### config.mk
export PLATFORM = sky130hd
export DESIGN_NAME = svm_rbf_scheduler
export DESIGN_NICKNAME = d
export VERILOG_FILES = /design/src/rtl/svm_rbf_scheduler_pkg.sv /design/src/rtl/svm_rbf_scheduler_delay_line.sv /design/src/rtl/svm_rbf_scheduler.sv
export SDC_FILE = /design/constraint.sdc
export NUM_CORES = 1
export LEC_CHECK = 0
export CELL_PAD_IN_SITES_DETAIL_PLACEMENT = 1
export CELL_PAD_IN_SITES_GLOBAL_PLACEMENT = 2
export CORE_MARGIN = 8
export CORE_UTILIZATION = 23
export DETAILED_ROUTE_END_ITERATION = 7
export PLACE_DENSITY = 0.92
export SYNTH_ARGS = -nofsm -noshare
export SYNTH_HDL_FRONTEND = slang
export SYNTH_SLANG_ARGS = --single-unit
### constraint.sdc
create_clock -name clk -period 2.5 [get_ports clk]
set_input_delay 0.5 -clock clk [delete_from_list [all_inputs] [get_ports clk]]
set_output_delay 0.5 -clock clk [all_outputs]
set_load 0.01 [all_outputs]
### src/rtl/svm_rbf_scheduler_pkg.sv
// rtl/svm_rbf_scheduler_pkg.sv - shared SVM widths, ROM word field offsets and scheduler state type
package svm_rbf_scheduler_pkg;

    localparam int SVM_PARAM_WIDTH          = 8;
    localparam int SVM_PARAM_COUNT          = 4;
    localparam int SVM_CLASS_WIDTH          = 3;
    localparam int SVM_COEF_LN_WIDTH        = 12;
    localparam int SVM_COEF_SIGN_WIDTH      = 1;
    localparam int SVM_DISTANCE_WIDTH_INT   = 8;
    localparam int SVM_DISTANCE_WIDTH_FRAC  = 8;
    localparam int SVM_DECISION_COUNT       = 3;

    // Shared by the kernel and the scheduler so both agree on the pipeline depth.
    localparam int SVM_KERNEL_LATENCY       = 15;

    localparam int SVM_X_WIDTH       = SVM_PARAM_WIDTH * SVM_PARAM_COUNT;
    localparam int SVM_SV_WORD_WIDTH = SVM_X_WIDTH + SVM_CLASS_WIDTH + SVM_COEF_LN_WIDTH + SVM_COEF_SIGN_WIDTH;
    localparam int SVM_DIST_WIDTH    = (SVM_DISTANCE_WIDTH_INT + SVM_DISTANCE_WIDTH_FRAC) * SVM_DECISION_COUNT;

    // ROM word is {sv, sv_class, coef_ln, coef_sign}, MSB first; offsets are field LSBs.
    localparam int SV_FIELD_COEF_SIGN_LSB = 0;
    localparam int SV_FIELD_COEF_LN_LSB   = SV_FIELD_COEF_SIGN_LSB + SVM_COEF_SIGN_WIDTH;
    localparam int SV_FIELD_CLASS_LSB     = SV_FIELD_COEF_LN_LSB + SVM_COEF_LN_WIDTH;
    localparam int SV_FIELD_SV_LSB        = SV_FIELD_CLASS_LSB + SVM_CLASS_WIDTH;

    typedef enum logic [1:0] {
        ST_IDLE  = 2'd0,
        ST_ISSUE = 2'd1,
        ST_DRAIN = 2'd2,
        ST_DONE  = 2'd3
    } sched_state_t;

endpackage

### src/rtl/svm_rbf_scheduler_delay_line.sv
// rtl/svm_rbf_scheduler_delay_line.sv - fixed-depth shift register with synchronous clear
module svm_delay_line #(
    parameter int WIDTH = 2,
    parameter int DEPTH = 1
) (
    input  logic             clk,
    input  logic             reset,
    input  logic             clear,
    input  logic [WIDTH-1:0] din,
    output logic [WIDTH-1:0] dout
);

    logic [WIDTH-1:0] stages [DEPTH];

    // Shift din through DEPTH stages; clear wipes every stage at once.
    always_ff @(posedge clk or negedge reset) begin
        if (!reset) begin
            for (int i = 0; i < DEPTH; i++) stages[i] <= '0;
        end else if (clear) begin
            for (int i = 0; i < DEPTH; i++) stages[i] <= '0;
        end else begin
            stages[0] <= din;
            for (int i = 1; i < DEPTH; i++) stages[i] <= stages[i-1];
        end
    end

    assign dout = stages[DEPTH-1];

endmodule

### src/rtl/svm_rbf_scheduler.sv
// rtl/svm_rbf_scheduler.sv - sequences one feature vector through the RBF kernel and captures distances
module svm_rbf_scheduler
    import svm_rbf_scheduler_pkg::*;
#(
    parameter int SV_COUNT       = 64,
    parameter int SV_ADDR_WIDTH  = 6,
    parameter int MEM_LATENCY    = 1,
    parameter int KERNEL_LATENCY = SVM_KERNEL_LATENCY,
    parameter int X_WIDTH        = SVM_X_WIDTH,
    parameter int SV_WORD_WIDTH  = SVM_SV_WORD_WIDTH,
    parameter int DIST_WIDTH     = SVM_DIST_WIDTH
) (
    input  logic                           clk,
    input  logic                           reset,
    input  logic                           abort,
    input  logic [X_WIDTH-1:0]             x_in,
    input  logic                           x_valid,
    output logic                           x_ready,
    output logic [SV_ADDR_WIDTH-1:0]       sv_addr,
    output logic                           sv_rd_en,
    input  logic [SV_WORD_WIDTH-1:0]       sv_rdata,
    output logic [X_WIDTH-1:0]             k_x,
    output logic [X_WIDTH-1:0]             k_sv,
    output logic [SVM_CLASS_WIDTH-1:0]     k_sv_class,
    output logic [SVM_COEF_LN_WIDTH-1:0]   k_coef_ln,
    output logic [SVM_COEF_SIGN_WIDTH-1:0] k_coef_sign,
    output logic                           k_new_computation,
    output logic                           k_data_valid,
    input  logic [DIST_WIDTH-1:0]          k_distance,
    output logic [DIST_WIDTH-1:0]          result,
    output logic                           result_valid,
    input  logic                           result_ready,
    output logic                           busy
);

    localparam logic [SV_ADDR_WIDTH-1:0] LAST_ADDR = SV_ADDR_WIDTH'(SV_COUNT - 1);
    localparam int DRAIN_LOAD = MEM_LATENCY + KERNEL_LATENCY;
    localparam int CNT_W      = $clog2(DRAIN_LOAD + 1);

    sched_state_t     state;
    sched_state_t     state_next;
    logic             accept;
    logic             capture;
    logic             abort_hit;
    logic [CNT_W-1:0] drain_cnt;
    logic [1:0]       dl_in;
    logic [1:0]       dl_out;

    assign abort_hit = abort && (state != ST_IDLE);

    // Next-state decode; abort outside IDLE overrides everything and suppresses capture.
    always_comb begin
        state_next = state;
        accept     = 1'b0;
        capture    = 1'b0;
        case (state)
            ST_IDLE: begin
                if (x_valid && x_ready) begin
                    state_next = ST_ISSUE;
                    accept     = 1'b1;
                end
            end
            ST_ISSUE: begin
                if (sv_addr == LAST_ADDR) state_next = ST_DRAIN;
            end
            ST_DRAIN: begin
                if (drain_cnt == CNT_W'(1)) begin
                    state_next = ST_DONE;
                    capture    = 1'b1;
                end
            end
            ST_DONE: begin
                if (result_valid && result_ready) state_next = ST_IDLE;
            end
            default: state_next = ST_IDLE;
        endcase
        if (abort_hit) begin
            state_next = ST_IDLE;
            capture    = 1'b0;
        end
    end

    // State register with Moore outputs registered from the next state, so they stay 0 in reset.
    always_ff @(posedge clk or negedge reset) begin
        if (!reset) begin
            state        <= ST_IDLE;
            x_ready      <= 1'b0;
            sv_rd_en     <= 1'b0;
            result_valid <= 1'b0;
            busy         <= 1'b0;
        end else begin
            state        <= state_next;
            x_ready      <= (state_next == ST_IDLE);
            sv_rd_en     <= (state_next == ST_ISSUE);
            result_valid <= (state_next == ST_DONE);
            busy         <= (state_next != ST_IDLE);
        end
    end

    // Datapath: x latch, SV address counter, drain down-counter and result capture.
    always_ff @(posedge clk or negedge reset) begin
        if (!reset) begin
            k_x       <= '0;
            result    <= '0;
            sv_addr   <= '0;
            drain_cnt <= '0;
        end else begin
            if (accept) k_x <= x_in;
            if (capture) result <= k_distance;
            if (accept || state_next == ST_IDLE) begin
                sv_addr <= '0;
            end else if (state == ST_ISSUE && state_next == ST_ISSUE) begin
                sv_addr <= sv_addr + SV_ADDR_WIDTH'(1);
            end
            if (state == ST_ISSUE && state_next == ST_DRAIN) begin
                drain_cnt <= CNT_W'(DRAIN_LOAD);
            end else if (state == ST_DRAIN && drain_cnt != '0) begin
                drain_cnt <= drain_cnt - CNT_W'(1);
            end
        end
    end

    // ROM read strobe and first-SV flag follow the ROM data through the read latency.
    assign dl_in = {sv_rd_en, sv_rd_en && (sv_addr == '0)};

    svm_delay_line #(
        .WIDTH (2),
        .DEPTH (MEM_LATENCY)
    ) u_delay (
        .clk   (clk),
        .reset (reset),
        .clear (abort_hit),
        .din   (dl_in),
        .dout  (dl_out)
    );

    assign k_data_valid      = dl_out[1];
    assign k_new_computation = dl_out[0];

    assign k_sv        = sv_rdata[SV_FIELD_SV_LSB +: X_WIDTH];
    assign k_sv_class  = sv_rdata[SV_FIELD_CLASS_LSB +: SVM_CLASS_WIDTH];
    assign k_coef_ln   = sv_rdata[SV_FIELD_COEF_LN_LSB +: SVM_COEF_LN_WIDTH];
    assign k_coef_sign = sv_rdata[SV_FIELD_COEF_SIGN_LSB +: SVM_COEF_SIGN_WIDTH];

endmodule
==> qor.csv <==
metric,value,unit
DR WL/cell,17.5,µm
vias in the first global route,3407,
Total Routing Usage GR,10.5,%
first drt pass iteration count,4,
diode count,0,
ys async rst share,100,%
worst r2r src,drain_cnt[3],
CTS Sinks,99,
largest net degree at the start of global routing,49,
via count,2908,
critical-path maximum fanout,7,
Max Freq,525,MHz
pwr/cell area,832,nW/µm²
r2r worst-path depth,5,
worst setup path start,sv_addr[4],
Hold Fails Final Rpt,0,
Die H,152,µm
RD Place Congestion,0.764,
critical path arrival,1400,ps
Worst path max stage delay,590,ps
first-pass GRT wire length,19500,µm
crit-path cells,clkdlybuf4s50_1,
"Req. time, crit path",2000,ps
# resized after CTS,0,
Reg area,2480,µm²
cell type with the largest total area after synthesis,dfrtp_1,
Crit path max-delay family,buffers and inverters,
Worst Setup Start Kind,flop,
CP max-delay cell,clkdlybuf4s50_1,
Post-DP HPWL,9530,µm
warnings from Yosys,0,
Post-route DRC,0,
Post-Syn Nets,450,
# IOs,273,
initial antenna violation count,0,
Nets,585,
hold bufs inserted after CTS,0,
site row count,50,
CP Capture Type,primary output,
WP depth,1,
initial core utilization,23.1,%
cts bufs inserted,9,
IR Drop Worst-Case VDD,451,µV
Worst slew margin,69.3,%
total gr overflow,0,
R2R Setup Slk,670,ps
CP bufs+invs,1,
CORE AREA,18500,µm²
H-tree Lvls,3,
Tightest Pin Transition,460,ps
clock tree from TritonCTS,done,
Die Wd,152,µm
post-route minimum period,1900,ps
Final Max Slew Viols,0,
Final setup violation count,0,
Vias/cell,4.24,
PortBufs,176,
area share of the largest cell type after synthesis,58.0,%
synthesis-to-finish area growth,47.6,%
Fin Setup TNS,0,ps
fillcell total,1949,
Routed Antenna Nets,0,
fraction of layout cells with a size suffix above 1,19.0,%
Area contributors post-synth,"dfrtp_1 58%, mux2_2 16%, buf_4 8.6%, mux2_1 5.3%, ha_1 1.5%",
leakage,2.65,nW
outcome,completed,
DIE AREA,23200,µm²
Root Buffer Master,clkbuf_16,
violation count after the first detailed-routing iteration,73,
Seq cells post-synth,99,
clock buffer depth,2,
worst skew pair latency,340,ps
"Top FF cell, synth",dfrtp_1,
"EDFF count, synth",0,
final WL,12000,µm
max_cap viols,0,
Avg Inst Size Synth,13.7,µm²
area of the multi-input gates,1360,µm²
Post-Synthesis Cells,312,
count of cell types in the netlist,35,
clock skew,10.1,ps
period utilization,76.2,%
WS Path Type,flop to primary output,
Critical Path End,sv_addr[4],
worst reg2reg endpoint,result[29],
post-synth design cell area,4270,µm²
"CTS clk-pin slew, worst paths",70,ps
Hold/Removal Path Class,primary input to async pin,
"Setup Fix Bufs, Post-CTS",0,
post-route cell area,6300,µm²
unrepaired setup endpoints after global routing,false,
register area share after synthesis,58.0,%
Area after DPL,5980,µm²
==> synthesized netlist by cell type, types with 3 or more instances <==
master,number
a21oi_1,3
nand3_1,6
and3_1,3
dfrtp_1,99
mux2_1,20
nor3_1,5
xnor2_1,3
or3_1,4
inv_1,5
mux2i_1,3
nor2_1,11
mux2_2,60
buf_2,5
nand2_1,8
buf_4,49
ha_1,5
==> routing by layer <==
layer | GRT usage, % | wire length [µm] | vias up
met1 | 10.8 | 4500 | 1431
met2 | 16.6 | 5580 | 162
met5 | 0 | 0 | -
met4 | 4.43 | 269 | 0
met3 | 7.06 | 1670 | 27
li1 | - | - | 1288
==> kinds of logic (layout without fill, tap and decap cells) <==
family	count (synthesis)	count (layout)	share of synthesized area, %
AND/OR/NAND/NOR	46	46	5.63
AO/OA/AOI/OAI	12	12	1.93
adder cells (fa/ha/maj)	5	5	1.46
multiplexers	83	83	21.8
XOR/XNOR	4	4	0.821
buffers and inverters	63	203	10.3
flip-flops	99	99	58.0
==> placed cells by master (no fill, tap or decap), types with 2 or more instances in the layout <==
cell type	n
clkbuf_16	9
buf_12	2
and3_1	3
inv_1	5
dfrtp_1	99
mux2i_1	3
ha_1	5
a311oi_1	2
o21ai_0	2
mux2_1	20
buf_4	5
mux2_2	60
bufinv_16	2
nand3_1	6
clkdlybuf4s50_1	175
a21oi_1	3
xnor2_1	3
nand2_1	8
nor3_1	5
or3_1	4
nor2_1	10
==> state kept, by name, summed over array words and instances (netlist names) <==
name and count:
result 48, k_x 32, sv_addr 6, drain_cnt 5, state 2, u_delay.dout 2, busy 1, result_valid 1
sv_rd_en 1, x_ready 1
==> through the flow <==
step | total power [mW] | hold slack (ps) | utilization (%) | cells | setup WS (ps)
5_1_grt | 5.57 | 126 | 34.2 | 686 | 506
3_5_place_dp | 3.80 | 475 | 32.4 | 670 | 386
3_3_place_gp | 3.74 | 469 | 32.4 | 670 | 400
4_1_cts | 5.38 | 103 | 34.2 | 686 | 564
2_1_floorplan | 2.85 | 204 | - | 312 | 878
6_report | 5.25 | 109 | 34.2 | 686 | 595
==> power breakdown <==
| group | total [mW] | switching (mW) | internal (mW) |
|---|---|---|---|
| Sequential | 2.15 | 0.195 | 1.95 |
| Clock | 1.51 | 0.598 | 0.910 |
| Combinational | 1.59 | 0.589 | 1.00 |
==> how the worst min path moves through the flow <==
stage,from,endpoint,slack (ps),cells past startpoint
finish,reset,k_x[2],110,1
global route,reset,k_x[2],130,1
floorplan,reset,busy,200,0
detailed placement,result[23],result[23],480,1
global placement,result[20],result[20],470,1
CTS,reset,k_x[2],100,1
==> area by class of cell <==
cell class	instances	area share [%]
clock inverters	5	1.35
flip-flops and latches	99	39.3
inverters	5	0.298
multi-input cells	150	21.6
clock buffers	11	3.85
well taps	234	4.64
repair buffers	182	29.0
Power figures use the tool's default switching activity.
==> variant (same flow settings) <==
The package constant `SVM_KERNEL_LATENCY` goes from 15 to 14.
--- a/src/rtl/svm_rbf_scheduler_pkg.sv
+++ b/src/rtl/svm_rbf_scheduler_pkg.sv
@@ -12,5 +12,5 @@
 
     // Shared by the kernel and the scheduler so both agree on the pipeline depth.
-    localparam int SVM_KERNEL_LATENCY       = 15;
+    localparam int SVM_KERNEL_LATENCY       = 14;
 
     localparam int SVM_X_WIDTH       = SVM_PARAM_WIDTH * SVM_PARAM_COUNT;
Behaviour: no difference found for any inputs over 10 cycles, from zero or initial values and one cycle with reset low; that may be too few to reach the edited logic, so the function may still have changed.
==> variant against the original RTL <==
  * Largest cell class unchanged
  * Worst setup slack worse by 1.6 ps
  * Clock skew up 0.52 ps
  * Critical path depth unchanged
  * Power down 4.1%
  * Area after synthesis up 2.0%
  * Wire length up 4.5%
  * Worst hold slack better by 400 ps
  * Cell count down 0.29%
  * Cell area up 0.97%
  * Sequential cell count down 1
==> variant: results (changes against the original RTL) <==
setup_path:
  r2r_start: "drain_cnt[1]"  # was drain_cnt[3]
  r2r-end: "drain_cnt[1]"  # was result[29]
  path_max_fanout: 8  # was 7
  rrSetupSlack_ps: 850  # was 670 ps
  worstPathArrival_ps: 1410
yosys:
  yosysSeqAreaShare_pct: 56.32  # was 58.01%
  post_synth.cell_area_avg_um2: 14.05  # was 13.69 um2
  synth_fp_nets: 447  # was 450
  synthDistinctLibCells: 32  # was 35
  ys_top_cells_by_area: "dfrtp_1 56%, mux2_2 16%, buf_4 9.1%"  # was dfrtp_1 58%, mux2_2 16%, buf_4 8.6%
  ys.flop_type: "dfrtp_1"  # unchanged
  synth_common_cells: "98 x dfrtp_1, 61 x mux2_2, 53 x buf_4"  # was 99 x dfrtp_1, 60 x mux2_2, 49 x buf_4
cts:
  clkLatencyLatePin_ps: 340  # about the same
  hold_buffers: 1  # was 0
  htree_levels: 3  # unchanged
  cts_buffers: 9  # unchanged
  clk_pin_slew_ps: 70  # about the same
  ctsResizeCount: 0  # unchanged
placed_design:
  dp_hpwl_um: 9936  # was 9534 um
  place_area_mm2: 0.006052  # was 0.005977 mm2
  routabilityCongestion: 0.7099  # was 0.7642
  dp_cells: 667  # was 670
  dpl_worst_slack_ps: 239.6  # was 386.3 ps
cells_and_area:
  layout-drive-gt1-share_pct: 24.22  # was 19.03%
  fin_nets: 582  # was 585
  fill_cells: 1978  # was 1949
outcome:
  status: "complete, no violations"  # unchanged
routing:
  via_per_inst: 4.202  # was 4.239
  top_layer: "met4"  # unchanged
  wl_per_cell_um: 18.37  # was 17.52 um
  route.met2.wl_um: 6717  # was 5575 um
  routed_wl_um: 12560  # was 12020 um
  wl_met3_um: 835  # was 1670 um
  wl_met1_um: 4758  # was 4503 um
  drtIter0Drc: 90  # was 73
sta:
  worst_slack_ps: 593.6  # was 595.2 ps
  clock_skew_ps: 10.66  # was 10.15 ps
  tightest_slew_ps: 512.3  # was 460.2 ps
  timing.hold.ws_ps: 509.5  # was 109.1 ps
global_route:
  globalRouteMet1Util_pct: 11.45  # was 10.80%
  antenna_found_initial: 0  # unchanged
  track_usage_pct: 10.61  # was 10.53%
  grt_pass1_wl_um: 19760  # was 19510 um
  use_met3_pct: 3.363  # was 7.062%
  use_met2_pct: 19.04  # was 16.62%
  grt_pass1_vias: 3249  # was 3407
power:
  cellLeakagePower_nw: 2.873  # was 2.646 nW
  max-vdd-ir-drop_v: 0.0003255  # was 0.0004508 V
hold_path:
  min_path_type: "flop to flop"  # was input port to asynchronous set/reset pin
  worstHoldEndpoint: "k_x[13]"
  holdPathStages: 1
==> variant: cells by family (layout without fill, tap and decap cells) <==
group           Yosys count  after routing  synth area share, %
compound gates           19             19                2.644
fa+ha+maj                 4              4                1.149
buf+inv                  63            203                10.60
flops                    98             98                56.32
mux                      84             84                23.36
simple gates             42             42                5.919
==> variant: report_power, final <==
group          internal [mW]  switching (mW)  leakage, nW
clock                  0.810           0.616        0.150
combinational          0.951           0.564         1.45
sequential              1.90           0.185         1.27
total                   3.66            1.37         2.87
==> variant: layout make-up <==
cell class	instances	area, um2	share of cell area [%]
Inverter	4	15.01	0.2358
Timing Repair Buffer	183	1852	29.09
Multi-Input combinational cell	149	1450	22.78
Tap cell	234	292.8	4.599
Clock inverter	5	61.31	0.9630
Clock buffer	11	242.7	3.813
Sequential cell	98	2452	38.52
